$ cat config.mk
export PLATFORM = sky130hd
export DESIGN_NAME = gen_fifo_wr_arb
export DESIGN_NICKNAME = d
export VERILOG_FILES = /design/src/rtl/gen_fifo_wr_arb.sv
export SDC_FILE = /design/constraint.sdc
export NUM_CORES = 1
export LEC_CHECK = 0
export CORE_UTILIZATION = 36
export DETAILED_ROUTE_END_ITERATION = 6
export PLACE_DENSITY = 0.78
export SLEW_MARGIN = 20
export SYNTH_ARGS = -nofsm -noshare
export SYNTH_HDL_FRONTEND = slang
export SYNTH_SLANG_ARGS = --single-unit
$ cat constraint.sdc
create_clock -name clk -period 1.4 [get_ports clk]
set_input_delay 0.21 -clock clk [delete_from_list [all_inputs] [get_ports clk]]
set_output_delay 0.21 -clock clk [all_outputs]
set_load 0.02 [all_outputs]
$ cat src/rtl/gen_fifo_wr_arb.sv
`default_nettype none
// ============================================================================
// Module   : gen_fifo_wr_arb
// Purpose  : Round-robin write arbiter sharing one FIFO write port between
//            N_REQ valid/ready producers, granting bursts of up to MAX_BURST
//            beats and never pushing into a full FIFO.
// Options  : GEN_FIFO_WR_ARB_AF_THROTTLE_EN - when defined, no new burst is
//            granted while the FIFO reports almost-full.
// Revision : 1.0 - initial release
// ============================================================================
module gen_fifo_wr_arb #(
  parameter  int N_REQ     = 4,
  parameter  int DAT_W     = 4,
  parameter  int MAX_BURST = 4,
  localparam int IDX_W     = $clog2(N_REQ),
  localparam int BST_W     = $clog2(MAX_BURST + 1)
) (
  input  logic                   clk,
  input  logic                   rst_n,
  input  logic                   clr,
  input  logic [N_REQ-1:0]       req_vld,
  input  logic [N_REQ*DAT_W-1:0] req_dat,
  output logic [N_REQ-1:0]       req_rdy,
  input  logic                   fifo_full,
  input  logic                   fifo_af,
  output logic                   fifo_push,
  output logic [DAT_W-1:0]       fifo_dat,
  output logic                   sts_busy,
  output logic [IDX_W-1:0]       sts_gnt_idx
);

  typedef enum logic [0:0] {
    ST_IDLE  = 1'b0,
    ST_BURST = 1'b1
  } state_t;

  state_t             r_state, w_state_nxt;
  logic [IDX_W-1:0]   r_owner, w_owner_nxt;
  logic [IDX_W-1:0]   r_prio,  w_prio_nxt;
  logic [BST_W-1:0]   r_bcnt,  w_bcnt_nxt;

  logic [DAT_W-1:0]   w_dat_arr [N_REQ];
  logic [IDX_W-1:0]   w_sel;
  logic [IDX_W-1:0]   w_cand;
  logic [IDX_W-1:0]   w_owner_inc;
  logic               w_gate;
  logic               w_in_burst;
  logic               w_own_vld;
  logic               w_beat;
  logic               w_last;

  // Split the flat data bus into one slot per requester
  for (genvar gi = 0; gi < N_REQ; gi++) begin : g_unpack
    assign w_dat_arr[gi] = req_dat[gi*DAT_W +: DAT_W];
  end

`ifdef GEN_FIFO_WR_ARB_AF_THROTTLE_EN
  assign w_gate = ~fifo_af;
`else
  logic w_unused_af;
  assign w_unused_af = fifo_af;
  assign w_gate      = 1'b1;
`endif

  // clr masks the whole transfer path in its cycle
  assign w_in_burst  = (r_state == ST_BURST) & ~clr;
  assign w_own_vld   = req_vld[r_owner];
  assign w_beat      = w_in_burst & w_own_vld & ~fifo_full;
  assign w_last      = w_beat & ((r_bcnt + BST_W'(1)) == BST_W'(MAX_BURST));
  // explicit wrap so a non-power-of-2 N_REQ never selects a missing slot
  assign w_owner_inc = (r_owner == IDX_W'(N_REQ - 1)) ? '0 : r_owner + IDX_W'(1);

  // Round-robin pick: scan from highest offset down so the lowest offset from prio wins
  always_comb begin
    w_sel  = '0;
    w_cand = '0;
    for (int k = N_REQ - 1; k >= 0; k--) begin
      w_cand = IDX_W'((int'(r_prio) + k) % N_REQ);
      if (req_vld[w_cand]) begin
        w_sel = w_cand;
      end
    end
  end

  // Handshake outputs toward the producers and the FIFO
  always_comb begin
    req_rdy   = '0;
    fifo_push = w_beat;
    fifo_dat  = '0;
    if (w_in_burst) begin
      req_rdy[r_owner] = ~fifo_full;
    end
    if (w_beat) begin
      fifo_dat = w_dat_arr[r_owner];
    end
  end

  // Next-state: grant in IDLE, count beats and detect burst end in BURST
  always_comb begin
    w_state_nxt = r_state;
    w_owner_nxt = r_owner;
    w_prio_nxt  = r_prio;
    w_bcnt_nxt  = r_bcnt;
    if (clr) begin
      w_state_nxt = ST_IDLE;
      w_prio_nxt  = '0;
    end else begin
      case (r_state)
        ST_IDLE: begin
          if ((|req_vld) && w_gate) begin
            w_state_nxt = ST_BURST;
            w_owner_nxt = w_sel;
            w_bcnt_nxt  = '0;
          end
        end
        ST_BURST: begin
          if (w_beat) begin
            w_bcnt_nxt = r_bcnt + BST_W'(1);
          end
          if (w_last || !w_own_vld) begin
            w_state_nxt = ST_IDLE;
            w_prio_nxt  = w_owner_inc;
          end
        end
        default: w_state_nxt = ST_IDLE;
      endcase
    end
  end

  // State registers with asynchronous clear
  always_ff @(posedge clk or negedge rst_n) begin
    if (!rst_n) begin
      r_state <= ST_IDLE;
      r_owner <= '0;
      r_prio  <= '0;
      r_bcnt  <= '0;
    end else begin
      r_state <= w_state_nxt;
      r_owner <= w_owner_nxt;
      r_prio  <= w_prio_nxt;
      r_bcnt  <= w_bcnt_nxt;
    end
  end

  assign sts_busy    = (r_state == ST_BURST);
  assign sts_gnt_idx = r_owner;

endmodule
`default_nettype wire

==> results_dict.tcl <==
set metrics [dict create \
    status "complete, but fails checks" \
    violations "negative setup slack" \
    wl_per_cell_um 15.1 \
    antenna_cells 0 \
    tritoncts.num_buffers 3 \
    min_period_ns 1.85 \
    start_kind "flip-flop" \
    setup_ws_ns -0.451 \
    clk_path_buf_depth 2 \
    drcViolationCount 0 \
    critPathTopFamily "multiplexers" \
    hpwl_um 1720 \
    tightest_slew_ns 0.363 \
    max-vdd-ir-drop_mv 0.620 \
    yosysWarningCount 0 \
    drt_iter0_markers 7 \
    critPathMaxFanout 5 \
    grt-ovfl-total 0 \
    critical_path_arrival_ns 1.64 \
    synth_top_area_share_pct 26.6 \
    ctsHoldBuffers 0 \
    rsz0062_at_grt "yes" \
    report.final.slew_viol_count 0 \
    synth-seq-area-share_pct 26.6 \
    finalHoldViolCount 0 \
    vias 811 \
    area_growth_pct 87.4 \
    grt_pass1_vias 805 \
    die_y_um 47.7 \
    grt_pass1_wl_um 3470 \
    worstPathCellList "buf_4 > mux4_2 > and3_4 > buf_6" \
    grt_antenna_before_repair 0 \
    layout.cells.non_filler 161 \
    dieArea_sq_mm 0.00228 \
    slew-limit-headroom_pct 75.7 \
    setup_viol 15 \
    cts_tree "yes" \
    track_usage_pct 21.6 \
    cp.buffers_inverters 2 \
    grt_max_degree 10 \
    synthesis.area_sq_um 753 \
    cts_root_buf "clkbuf_4" \
    cts_max_level 1 \
    pwr_density_cell_mw_per_mm2 976 \
    avgViaCountPerCell 5.04 \
    required_ns 1.19 \
    maxCapViolCount 0 \
    io_buffer_count 35 \
    final_nets 166 \
    min_path_type "primary input to async pin" \
    numClockSinks 8 \
    core_area_sq_mm 0.00196 \
    ys_types 27 \
    synth.avg_cell_area_sq_um 10.3 \
    syn-num-nets 104 \
    gp_congestion 0.787 \
    totalWireLength_um 2440 \
    ioPinCount 37 \
    synth_seq_cells 8 \
    rows 16 \
    dr.pass1.iters 5 \
    fmax_ghz 0.540 \
    p_leak_nw 0.647 \
    final.period_utilization_pct 132 \
    ant_nets 0 \
    dp.cells 148 \
    synth_largest_area_cell "dfrtp_1" \
    synth_cells 73 \
    crit_slowest_cell "mux4_2" \
    insertion_delay_ns 0.25 \
    clock-skew-final_ns 0.00628 \
    end_kind "output port" \
    criticalPathCategory "flip-flop to output port" \
    start_util_pct 38.4 \
    drive_above_1_share_pct 48.5 \
    critical-path-max-stage-delay_ns 0.50 \
    synth_top_cells_by_area "dfrtp_1 (27%), mux4_1 (14%), ha_1 (10%)" \
    cts.clk_slew.worst_paths_ns 0.06 \
    die_w_um 47.7 \
    hold_ws_ns 0.237 \
]
## worst paths after layout
check	depth (start not counted)	slack, ns	start	end
worst max register to register	6	-0.13	sts_gnt_idx[0]$_DFFE_PN0P_	r_bcnt[0]$_DFFE_PN0P_
max in group asynchronous	1	0.88	rst_n	sts_gnt_idx[0]$_DFFE_PN0P_
worst max-delay path	4	-0.45	sts_gnt_idx[0]$_DFFE_PN0P_	fifo_dat[1]
min in group clk	2	0.53	r_bcnt[2]$_DFFE_PN0P_	r_bcnt[2]$_DFFE_PN0P_
worst min-delay path	1	0.24	rst_n	r_prio[0]$_DFFE_PN0P_
worst min register to register	2	0.53	r_bcnt[2]$_DFFE_PN0P_	r_bcnt[2]$_DFFE_PN0P_
## cells by family (layout without fill, tap and decap cells)
kind of cell | after synthesis | count (layout) | share of synthesized area [%]
AOI/OAI and AO/OA | 8 | 8 | 7.31
adders and majority gates | 6 | 6 | 9.97
buffers and inverters | 7 | 68 | 4.65
DFF | 8 | 8 | 26.6
muxes | 13 | 13 | 27.1
and+or+nand+nor | 31 | 31 | 24.4
## power by group
group / switching [W] / internal [W] / leakage, nW / total (W)
sequential: 0.0000452 / 0.000276 / 0.104 / 0.000321
clock: 0.0000768 / 0.000109 / 0.0150 / 0.000186
combinational: 0.000377 / 0.000493 / 0.528 / 0.000870
## per-layer routing
| metal | vias up | part of all wire [%] | GRT usage (%) |
|---|---|---|---|
| met1 | 379 | 38 | 24.1 |
| li1 | 387 | - | - |
| met4 | 0 | 2.2 | 8.89 |
| met2 | 38 | 51 | 38.9 |
| met3 | 7 | 9.2 | 5.28 |
| met5 | - | 0 | 0 |
## synthesized netlist by cell type, drive strengths merged
master and n:
a2111oi 1, a211o 1, a21o 1, a21oi 1, a221o 1, and2 4
and3 6, buf 2, dfrtp 8, ha 6, inv 5, mux2 1
mux2i 8, mux4 4, nand2 7, nand2b 4, nand3 2, nand3b 2
nand4b 1, nor2 3, nor3 1, nor3b 1, o21ai 3
## per-stage QoR
stage	area, sq um	setup WS [ns]	setup TNS (ns)	total power (W)	util, %
6_report	1410	-0.451	-3.61	0.00138	71.9
2_1_floorplan	798	-0.152	-0.902	0.000768	-
5_1_grt	1410	-0.507	-4.52	0.00147	71.9
3_5_place_dp	1270	-0.755	-7.51	0.00106	65.0
4_1_cts	1380	-0.426	-3.33	0.00136	70.3
3_3_place_gp	1270	-0.717	-7.22	0.00104	65.0
## placed cells by master (no fill, tap or decap), drive strengths merged
cell type,synthesis,routed
a2111oi,1,1
a211o,1,1
a21o,1,1
a21oi,1,1
a221o,1,1
and2,4,4
and3,6,6
buf,2,34
clkbuf,0,4
clkdlybuf4s50,0,19
dfrtp,8,8
dlygate4sd2,0,6
ha,6,6
inv,5,5
mux2,1,1
mux2i,8,8
mux4,4,4
nand2,7,7
nand2b,4,4
nand3,2,2
nand3b,2,2
nand4b,1,1
nor2,3,3
nor3,1,1
nor3b,1,1
o21ai,3,3
## worst register-to-register path, delay by kind of cell (launching register included)
kind	cells	cell delay [ns]
flops	1	0.45
simple gates	1	0.11
mux	3	0.59
buf+inv	2	0.28
## registers in the layout (all words and copies together) (netlist names)
| register | cells |
|---|---|
| r_bcnt | 3 |
| r_prio | 2 |
| sts_gnt_idx | 2 |
| sts_busy | 1 |
## final cells by class
cell class	instances	area, sq um
Fill cell	150	551
Timing Repair Buffer	59	534
Clock buffer	4	26.3
Multi-Input combinational cell	58	596
Tap cell	27	33.8
Inverter	5	18.8
Sequential cell	8	203
## what timing repair did
item / 4_1_cts / 5_1_grt
cloned: 0 / 0
endpoints found under the setup margin: 18 / 16
resized for setup: 72 / 4
pin swaps: 5 / 5
buffers inserted: 8 / 1
Note: power is estimated with default switching activity, not from simulation.
